**config.mk**
```make
export PLATFORM = sky130hd
export DESIGN_NAME = upsp_wb_arbiter
export DESIGN_NICKNAME = d
export VERILOG_FILES = /design/src/rtl/upsp_arb_pkg.sv /design/src/rtl/upsp_wb_arbiter_rr_pick.sv /design/src/rtl/upsp_wb_arbiter.sv
export SDC_FILE = /design/constraint.sdc
export NUM_CORES = 1
export LEC_CHECK = 0
export ABC_AREA = 1
export CORE_MARGIN = 2
export CORE_UTILIZATION = 40
export DETAILED_ROUTE_END_ITERATION = 8
export PLACE_DENSITY_LB_ADDON = 0.3
export SLEW_MARGIN = 25
export SYNTH_ARGS = -nofsm -noshare
export SYNTH_HDL_FRONTEND = slang
export SYNTH_SLANG_ARGS = --single-unit
```
**constraint.sdc**
```tcl
create_clock -name clk -period 4.7 [get_ports clk]
set_input_delay 0.705 -clock clk [delete_from_list [all_inputs] [get_ports clk]]
set_output_delay 0.705 -clock clk [all_outputs]
set_load 0.01 [all_outputs]
```
**src/rtl/upsp_arb_pkg.sv**
```systemverilog
// Shared types and width helpers for the upsampler write-back arbiter.
package upsp_arb_pkg;

  typedef enum logic {
    IDLE  = 1'b0,
    GRANT = 1'b1
  } arb_state_e;

  localparam int DEFAULT_N_PARALLEL = 4;

  // Width of an engine index; kept at 1 so a degenerate single-engine build still has a legal vector.
  function automatic int src_width(input int n);
    return (n < 2) ? 1 : $clog2(n);
  endfunction

endpackage

```
**src/rtl/upsp_wb_arbiter_rr_pick.sv**
```systemverilog
// Round-robin priority selector: first request at or cyclically after i_ptr.
module rr_pick
  import upsp_arb_pkg::*;
#(
  parameter int N     = DEFAULT_N_PARALLEL,
  parameter int SRC_W = src_width(N)
) (
  input  logic [N-1:0]     i_req,
  input  logic [SRC_W-1:0] i_ptr,
  output logic [SRC_W-1:0] o_idx,
  output logic             o_found
);

  logic [N-1:0]     w_rot;
  logic [SRC_W-1:0] w_off;
  logic [SRC_W:0]   w_sum;

  // Rotate so bit 0 is the engine at i_ptr, find the lowest set bit, then rotate the offset back.
  always_comb begin
    w_rot   = N'({i_req, i_req} >> i_ptr);
    w_off   = '0;
    o_found = 1'b0;
    for (int k = N - 1; k >= 0; k--) begin
      if (w_rot[k]) begin
        w_off   = SRC_W'(k);
        o_found = 1'b1;
      end
    end
    w_sum = {1'b0, i_ptr} + {1'b0, w_off};
    if (w_sum >= (SRC_W + 1)'(N)) begin
      w_sum = w_sum - (SRC_W + 1)'(N);
    end
    o_idx = w_sum[SRC_W-1:0];
  end

endmodule

```
**src/rtl/upsp_wb_arbiter.sv**
```systemverilog
// Round-robin write-back arbiter sharing the access_control upsampler write channel
// between N_PARALLEL engines, with bounded bursts and one registered output stage.
module upsp_wb_arbiter
  import upsp_arb_pkg::*;
#(
  parameter int N_PARALLEL         = DEFAULT_N_PARALLEL,
  parameter int UPSP_WRTDATA_WIDTH = 32,
  parameter int BURST_LEN          = 4
) (
  input  logic                                     clk,
  input  logic                                     rst_n,
  input  logic [N_PARALLEL-1:0]                    upsp_wvalid,
  input  logic [N_PARALLEL*UPSP_WRTDATA_WIDTH-1:0] upsp_wdata,
  input  logic [N_PARALLEL-1:0]                    upsp_wlast,
  output logic [N_PARALLEL-1:0]                    upsp_wready,
  output logic                                     ac_wvalid,
  output logic [UPSP_WRTDATA_WIDTH-1:0]            ac_wdata,
  output logic [$clog2(N_PARALLEL)-1:0]            ac_wsrc,
  input  logic                                     ac_wready,
  input  logic                                     ac_processing,
  output logic                                     arb_busy
);

  localparam int SRC_W = src_width(N_PARALLEL);
  localparam int CNT_W = $clog2(BURST_LEN + 1);

  arb_state_e                    r_state;
  arb_state_e                    w_state_nxt;
  logic [SRC_W-1:0]              r_gnt_idx;
  logic [SRC_W-1:0]              r_rr_ptr;
  logic [CNT_W-1:0]              r_beat_cnt;
  logic [SRC_W-1:0]              w_pick_idx;
  logic                          w_pick_found;
  logic [CNT_W-1:0]              w_cnt_inc;
  logic [SRC_W-1:0]              w_ptr_nxt;
  logic                          w_out_free;
  logic                          w_start;
  logic                          w_accept;
  logic                          w_release;
  logic [UPSP_WRTDATA_WIDTH-1:0] w_lane [N_PARALLEL];

  for (genvar g = 0; g < N_PARALLEL; g++) begin : g_lane
    assign w_lane[g] = upsp_wdata[g*UPSP_WRTDATA_WIDTH +: UPSP_WRTDATA_WIDTH];
  end

  rr_pick #(
    .N     (N_PARALLEL),
    .SRC_W (SRC_W)
  ) u_rr_pick (
    .i_req   (upsp_wvalid),
    .i_ptr   (r_rr_ptr),
    .o_idx   (w_pick_idx),
    .o_found (w_pick_found)
  );

  // The output stage can take a beat when empty or being drained this cycle.
  assign w_out_free = ~ac_wvalid | ac_wready;
  assign w_cnt_inc  = r_beat_cnt + CNT_W'(1);
  assign w_ptr_nxt  = (r_gnt_idx == SRC_W'(N_PARALLEL - 1)) ? '0 : r_gnt_idx + SRC_W'(1);
  assign arb_busy   = (r_state == GRANT) | ac_wvalid;

  always_ff @(posedge clk or negedge rst_n) begin
    if (!rst_n) begin
      r_state <= IDLE;
    end else begin
      r_state <= w_state_nxt;
    end
  end

  always_comb begin
    w_state_nxt = r_state;
    upsp_wready = '0;
    w_start     = 1'b0;
    w_accept    = 1'b0;
    w_release   = 1'b0;
    case (r_state)
      IDLE: begin
        if (ac_processing && w_pick_found) begin
          w_start     = 1'b1;
          w_state_nxt = GRANT;
        end
      end
      GRANT: begin
        upsp_wready[r_gnt_idx] = w_out_free;
        w_accept  = upsp_wvalid[r_gnt_idx] & w_out_free;
        w_release = w_accept & (upsp_wlast[r_gnt_idx] | (w_cnt_inc == CNT_W'(BURST_LEN)));
        if (w_release) begin
          w_state_nxt = IDLE;
        end
      end
      default: w_state_nxt = IDLE;
    endcase
  end

  always_ff @(posedge clk or negedge rst_n) begin
    if (!rst_n) begin
      r_gnt_idx  <= '0;
      r_rr_ptr   <= '0;
      r_beat_cnt <= '0;
    end else begin
      if (w_start) begin
        r_gnt_idx  <= w_pick_idx;
        r_beat_cnt <= '0;
      end else if (w_accept) begin
        r_beat_cnt <= w_cnt_inc;
      end
      if (w_release) begin
        r_rr_ptr <= w_ptr_nxt;
      end
    end
  end

  // A reload in the same cycle as a take keeps ac_wvalid high with no gap.
  always_ff @(posedge clk or negedge rst_n) begin
    if (!rst_n) begin
      ac_wvalid <= 1'b0;
      ac_wdata  <= '0;
      ac_wsrc   <= '0;
    end else if (w_accept) begin
      ac_wvalid <= 1'b1;
      ac_wdata  <= w_lane[r_gnt_idx];
      ac_wsrc   <= r_gnt_idx;
    end else if (ac_wready) begin
      ac_wvalid <= 1'b0;
    end
  end

endmodule

```
# After elaboration in Yosys (flattened, before gate mapping)
# Index checks and enable logic that the tools add are counted.
# totals
ff_bits	43
input_bits	140
wordCells	61
# op_classes
add_sub_neg	4
magnitude_cmp	4
n_eq_ne	2
shifts	1
n_mux	30
n_bitwise	9
reduce_logical	4
# ops
cell	n
32-bit binary-select mux with 2-bit select	1
32-bit 2-to-1 mux	2
1-bit 2-to-1 mux	14
2-bit 2-to-1 mux	6
8-bit by 2-bit >> shifter with 4-bit output	1
3-bit greater-or-equal comparator, second input constant	2
3-bit 2-to-1 mux	2
4-bit AND	1
1-bit binary-select mux with 2-bit select	2
4-bit 2-to-1 mux	1
2-bit nonzero test	2
2-bit by 2-bit adder with 3-bit output	1
3-bit by 1-bit adder with 3-bit output, second input constant	1
3-bit equality test, second input constant	1
2-bit by 3-bit less-than comparator with 1-bit output, second input constant	1
2-bit inverter with 3-bit output	1
1-bit bitwise OR	3
2-bit by 1-bit adder with 2-bit output, second input constant	1
1-bit AND	2
1-bit demux with 2-bit select	1
2-bit equality test, second input constant	1
2-bit by 1-bit greater-or-equal comparator with 1-bit output, second input constant	1
1-bit logical AND	2
1-bit inverter	2
other kinds (2)	2

# Longest topological paths before layout
# logic_depth
depth_word	9
depth_mapped	11

# Modules after synthesis
# A second synthesis with hierarchy kept.
# unflattened
hier_cells	436
area_unflattened_um2	2871.5
# modules_own_cells
module	n_inst	cells_each	area_each_um2
upsp_wb_arbiter	1	401	2706.3
rr_pick	1	35	165.2

# Worst setup path after synthesis
# Ideal clock, no wire load.
# synth_timing
path_type	reg2out
from	register r_gnt_idx[0]
to	output port upsp_wready[0]
t_arrival_ns	1.285
required_time_ns	3.995
path_slack_ns	2.710
path_stages_with_launch	8
cell_sequence	dfrtp_1 -> buf_4 -> inv_2 -> buf_4 -> buf_2 -> ha_1 -> nand2_1 -> nor2_1
# synth_via
elab_chain_len	6
# synth_lines
element	line	source
from (decl)	upsp_wb_arbiter.sv:29	logic [SRC_W-1:0] r_gnt_idx;
from (signal assigned)	upsp_wb_arbiter.sv:102	r_gnt_idx <= w_pick_idx;
2-bit by 3-bit less-than comparator with 1-bit output (not written as such) or 2-bit by 1-bit greater-or-equal comparator with 1-bit output (tied branches)	upsp_wb_arbiter.sv:84	upsp_wready[r_gnt_idx] = w_out_free;
1-bit logical AND (not written as such)	upsp_wb_arbiter.sv:84	
1-bit 2-to-1 mux (not written as such)	upsp_wb_arbiter.sv:84	
1-bit demux with 2-bit select *	upsp_wb_arbiter.sv:84	
4-bit AND (no line) *	n/a	
4-bit 2-to-1 mux *	upsp_wb_arbiter.sv:76	case (r_state)
to (decl)	upsp_wb_arbiter.sv:15	output logic [N_PARALLEL-1:0] upsp_wready,
# Mark *: on every way between the ends. The rest lies on a longest branch, timed or not.

# Final worst setup path
# layout_timing
from	register r_gnt_idx[1]
to	output port upsp_wready[3]
# Same word-level chain as after synthesis.

==> impl_metrics.env <==
export IMPL_synth_warnings=0
export IMPL_tns_ns=0
export IMPL_cts_sink_count=43
export IMPL_diodes=0
export IMPL_drt_antenna_violating_nets=0
export IMPL_detailed_place_area_mm2=0.00467
export IMPL_final_max_slew_viol_count=0
export IMPL_clockBufferDepth=2
export IMPL_route_vias_total=3495
export IMPL_height_of_the_die_um=89.2
export IMPL_outcome="finished clean"
export IMPL_mappedNetlistNets=584
export IMPL_nNetsFinal=743
export IMPL_ios=180
export IMPL_postLayoutCellArea_mm2=0.00479
export IMPL_final_layout_size_suffix_gt1_frac=0.0352
export IMPL_synthFlopType="dfrtp_1"
export IMPL_routed_wl_mm=9.32
export IMPL_place_detailed_hpwl_mm=6.84
export IMPL_power_density_cell_area_mw_per_mm2=560
export IMPL_postCtsResizedCells=0
export IMPL_dpl_cell_count=688
export IMPL_max_slew_worst_pin_slew_ns=0.786
export IMPL_gpl_final_weighted_congestion=0.805
export IMPL_fmaxAchievable_ghz=0.320
export IMPL_postCtsSetupBuffers=0
export IMPL_cap_viol_max_count=0
export IMPL_grt_max_degree=73
export IMPL_syn_area_per_cell_um2=6.64
export IMPL_type_of_the_most_critical_hold_path="in2async"
export IMPL_first_global_vias=3308
export IMPL_layoutNonFillerInstCount=696
export IMPL_relative_max_transition_margin=0.476
export IMPL_fin_worst_skew_ns=0.00575
export IMPL_setup_worst_path_class="reg2out"
export IMPL_clock_tree_from_tritoncts="yes"
export IMPL_final_hold_viol_count=0
export IMPL_critPathArrivalTime_ns=2.42
export IMPL_asyncSetResetFlopFracSynth=1.00
export IMPL_total_cts_buffers=5
export IMPL_area_growth_pct=65.2
export IMPL_hold_buffers=0
export IMPL_length_of_the_first_detailed_routing_pass_in_iterations=4
export IMPL_placement_io_buffers=179
export IMPL_synth_top_area_cell="dfrtp_1"
export IMPL_grt_antenna_before_repair=0
export IMPL_peakVddDrop_uv=322
export IMPL_vias_per_cell=5.02
export IMPL_power_leakage_nw=2.07
export IMPL_worst_ep_required_time_ns=3.99
export IMPL_drc=0
export IMPL_post_synth_num_cell_types=24
export IMPL_synth_ff_latch_count=43
export IMPL_drt_wirelength_per_cell_um=13.4
export IMPL_synth_largest_type_area_fraction=0.371
export IMPL_synth_edff_count=0
export IMPL_grt_first_pass_wirelength_mm=14.5
export IMPL_post_synth_top_count_cell="nor2_1"
export IMPL_grt_setup_unrepaired="false"
export IMPL_critical_path_end_type="output pin"
export IMPL_final_period_minus_worst_setup_slack_ns=3.12
export IMPL_synth_cell_area_mm2=0.00290
export IMPL_die_area_mm2=0.00795
export IMPL_synth_area_leaders="dfrtp_1, nor2_1, o21ai_0"
export IMPL_synth_top_cells_by_count="nor2_1, nand2_1, o21ai_0"
export IMPL_placement_rows=31
export IMPL_globalRoute_totalOverflow=0
export IMPL_htree_num_levels=2
export IMPL_synthCells=437
export IMPL_worst_setup_hold_path_clk_slew_ns=0.08
export IMPL_core_region_area_mm2=0.00714
export IMPL_clk_insertion_delay_late_ns=0.30
export IMPL_ys_seq_area_frac=0.371
export IMPL_die_w_um=89.2
export IMPL_fin_crit_share=0.664
export IMPL_drt_first_iter_violations=115
export IMPL_crit_fanout=21
export IMPL_grt_use_total=0.229
export IMPL_root_buffer="clkbuf_8"
export IMPL_setup_violations=0
export IMPL_initial_utilization=0.406
export IMPL_worst_setup_path_start_kind="register"
-- kinds of logic after synthesis --
kind of cell,count (synthesis),synth area share
adder cells (fa/ha/maj),7,0.0302
AO/OA/AOI/OAI,109,0.204
buffers and inverters,46,0.0777
flip-flops,43,0.371
AND/OR/NAND/NOR,230,0.311
XOR/XNOR,2,0.00604
-- critical path, stage by stage (launching register included) --
cell and delay [ns]:
dfrtp_1 0.80, buf_4 0.37, ha_1 0.18, inv_1 0.05, nor3_1 0.16, clkdlybuf4s50_1 0.56
-- through the flow --
stage | util | setup WS (ns) | hold WS (ns) | total power [mW]
floorplan | - | 2.71 | 0.409 | 1.77
global placement | 0.654 | 1.93 | 0.463 | 2.34
detailed placement | 0.654 | 1.90 | 0.474 | 2.40
CTS | 0.671 | 1.57 | 0.494 | 2.71
global route | 0.671 | 1.41 | 0.437 | 2.96
finish | 0.671 | 1.58 | 0.395 | 2.69
-- metal layers --
metal	global-route usage	wire, um	part of all wire
met1	0.254	3540	0.38
met3	0.0536	726	0.078
met4	0.0963	238	0.026
met2	0.418	4810	0.52
met5	0	0	0
-- final timing paths --
kind	start	end	slack (ns)	cells after the start
worst min register to register	ac_wdata[17]$_DFFE_PN0P_	ac_wdata[17]$_DFFE_PN0P_	0.49	2
worst max register to register	r_gnt_idx[1]$_DFFE_PN0P_	r_rr_ptr[0]$_DFFE_PN0P_	2.12	9
worst min-delay path	rst_n	ac_wdata[4]$_DFFE_PN0P_	0.39	1
worst max-delay path	r_gnt_idx[1]$_DFFE_PN0P_	upsp_wready[3]	1.58	5
min in group clk	ac_wdata[17]$_DFFE_PN0P_	ac_wdata[17]$_DFFE_PN0P_	0.49	2
max in group asynchronous	rst_n	r_gnt_idx[0]$_DFFE_PN0P_	3.92	1
-- layout make-up --
type                    count  area [um^2]
fillers                   658         2340
repair buffers            181         1800
multi-input cells         348         1600
flip-flops and latches     43         1080
well taps                  99          124
clock buffers               6         82.6
inverters                  17         70.1
clock inverters             2         35.0
-- where the power goes --
| part | total (mW) | leakage, nW | switching (mW) | internal (mW) |
|---|---|---|---|---|
| sequential | 0.694 | 0.502 | 0.138 | 0.557 |
| clock | 0.300 | 0.0612 | 0.128 | 0.172 |
| combinational | 1.69 | 1.51 | 0.938 | 0.753 |
| total | 2.69 | 2.07 | 1.20 | 1.48 |
-- placed cells by master, fill, tap and decap left out --
master           Yosys  routed
a21boi_0             2       2
a21oi_1              1       1
a31oi_1             20      20
buf_4                4       3
bufinv_16            0       1
clkbuf_8             0       6
clkdlybuf4s50_1      0     178
clkinv_2             0       2
dfrtp_1             43      42
dfrtp_2              0       1
ha_1                 7       7
inv_1               13      13
inv_2                2       1
inv_4                2       2
nand2_1             74      74
nand2_2              3       3
nand2_4              1       1
nand3_1             11      11
nand3_2              1       1
nand3b_1             1       1
nor2_1             138     138
nor3_1               1       1
o21ai_0             71      71
o21ai_1              3       3
o22ai_1             12      12
xnor2_1              2       2
-- sequential cells by signal, indices dropped and copies added (netlist names) --
name,cells
ac_wdata,32
ac_wsrc,2
ac_wvalid,1
r_beat_cnt,3
r_gnt_idx,2
r_rr_ptr,2
r_state,1
Power figures use the tool's default switching activity.
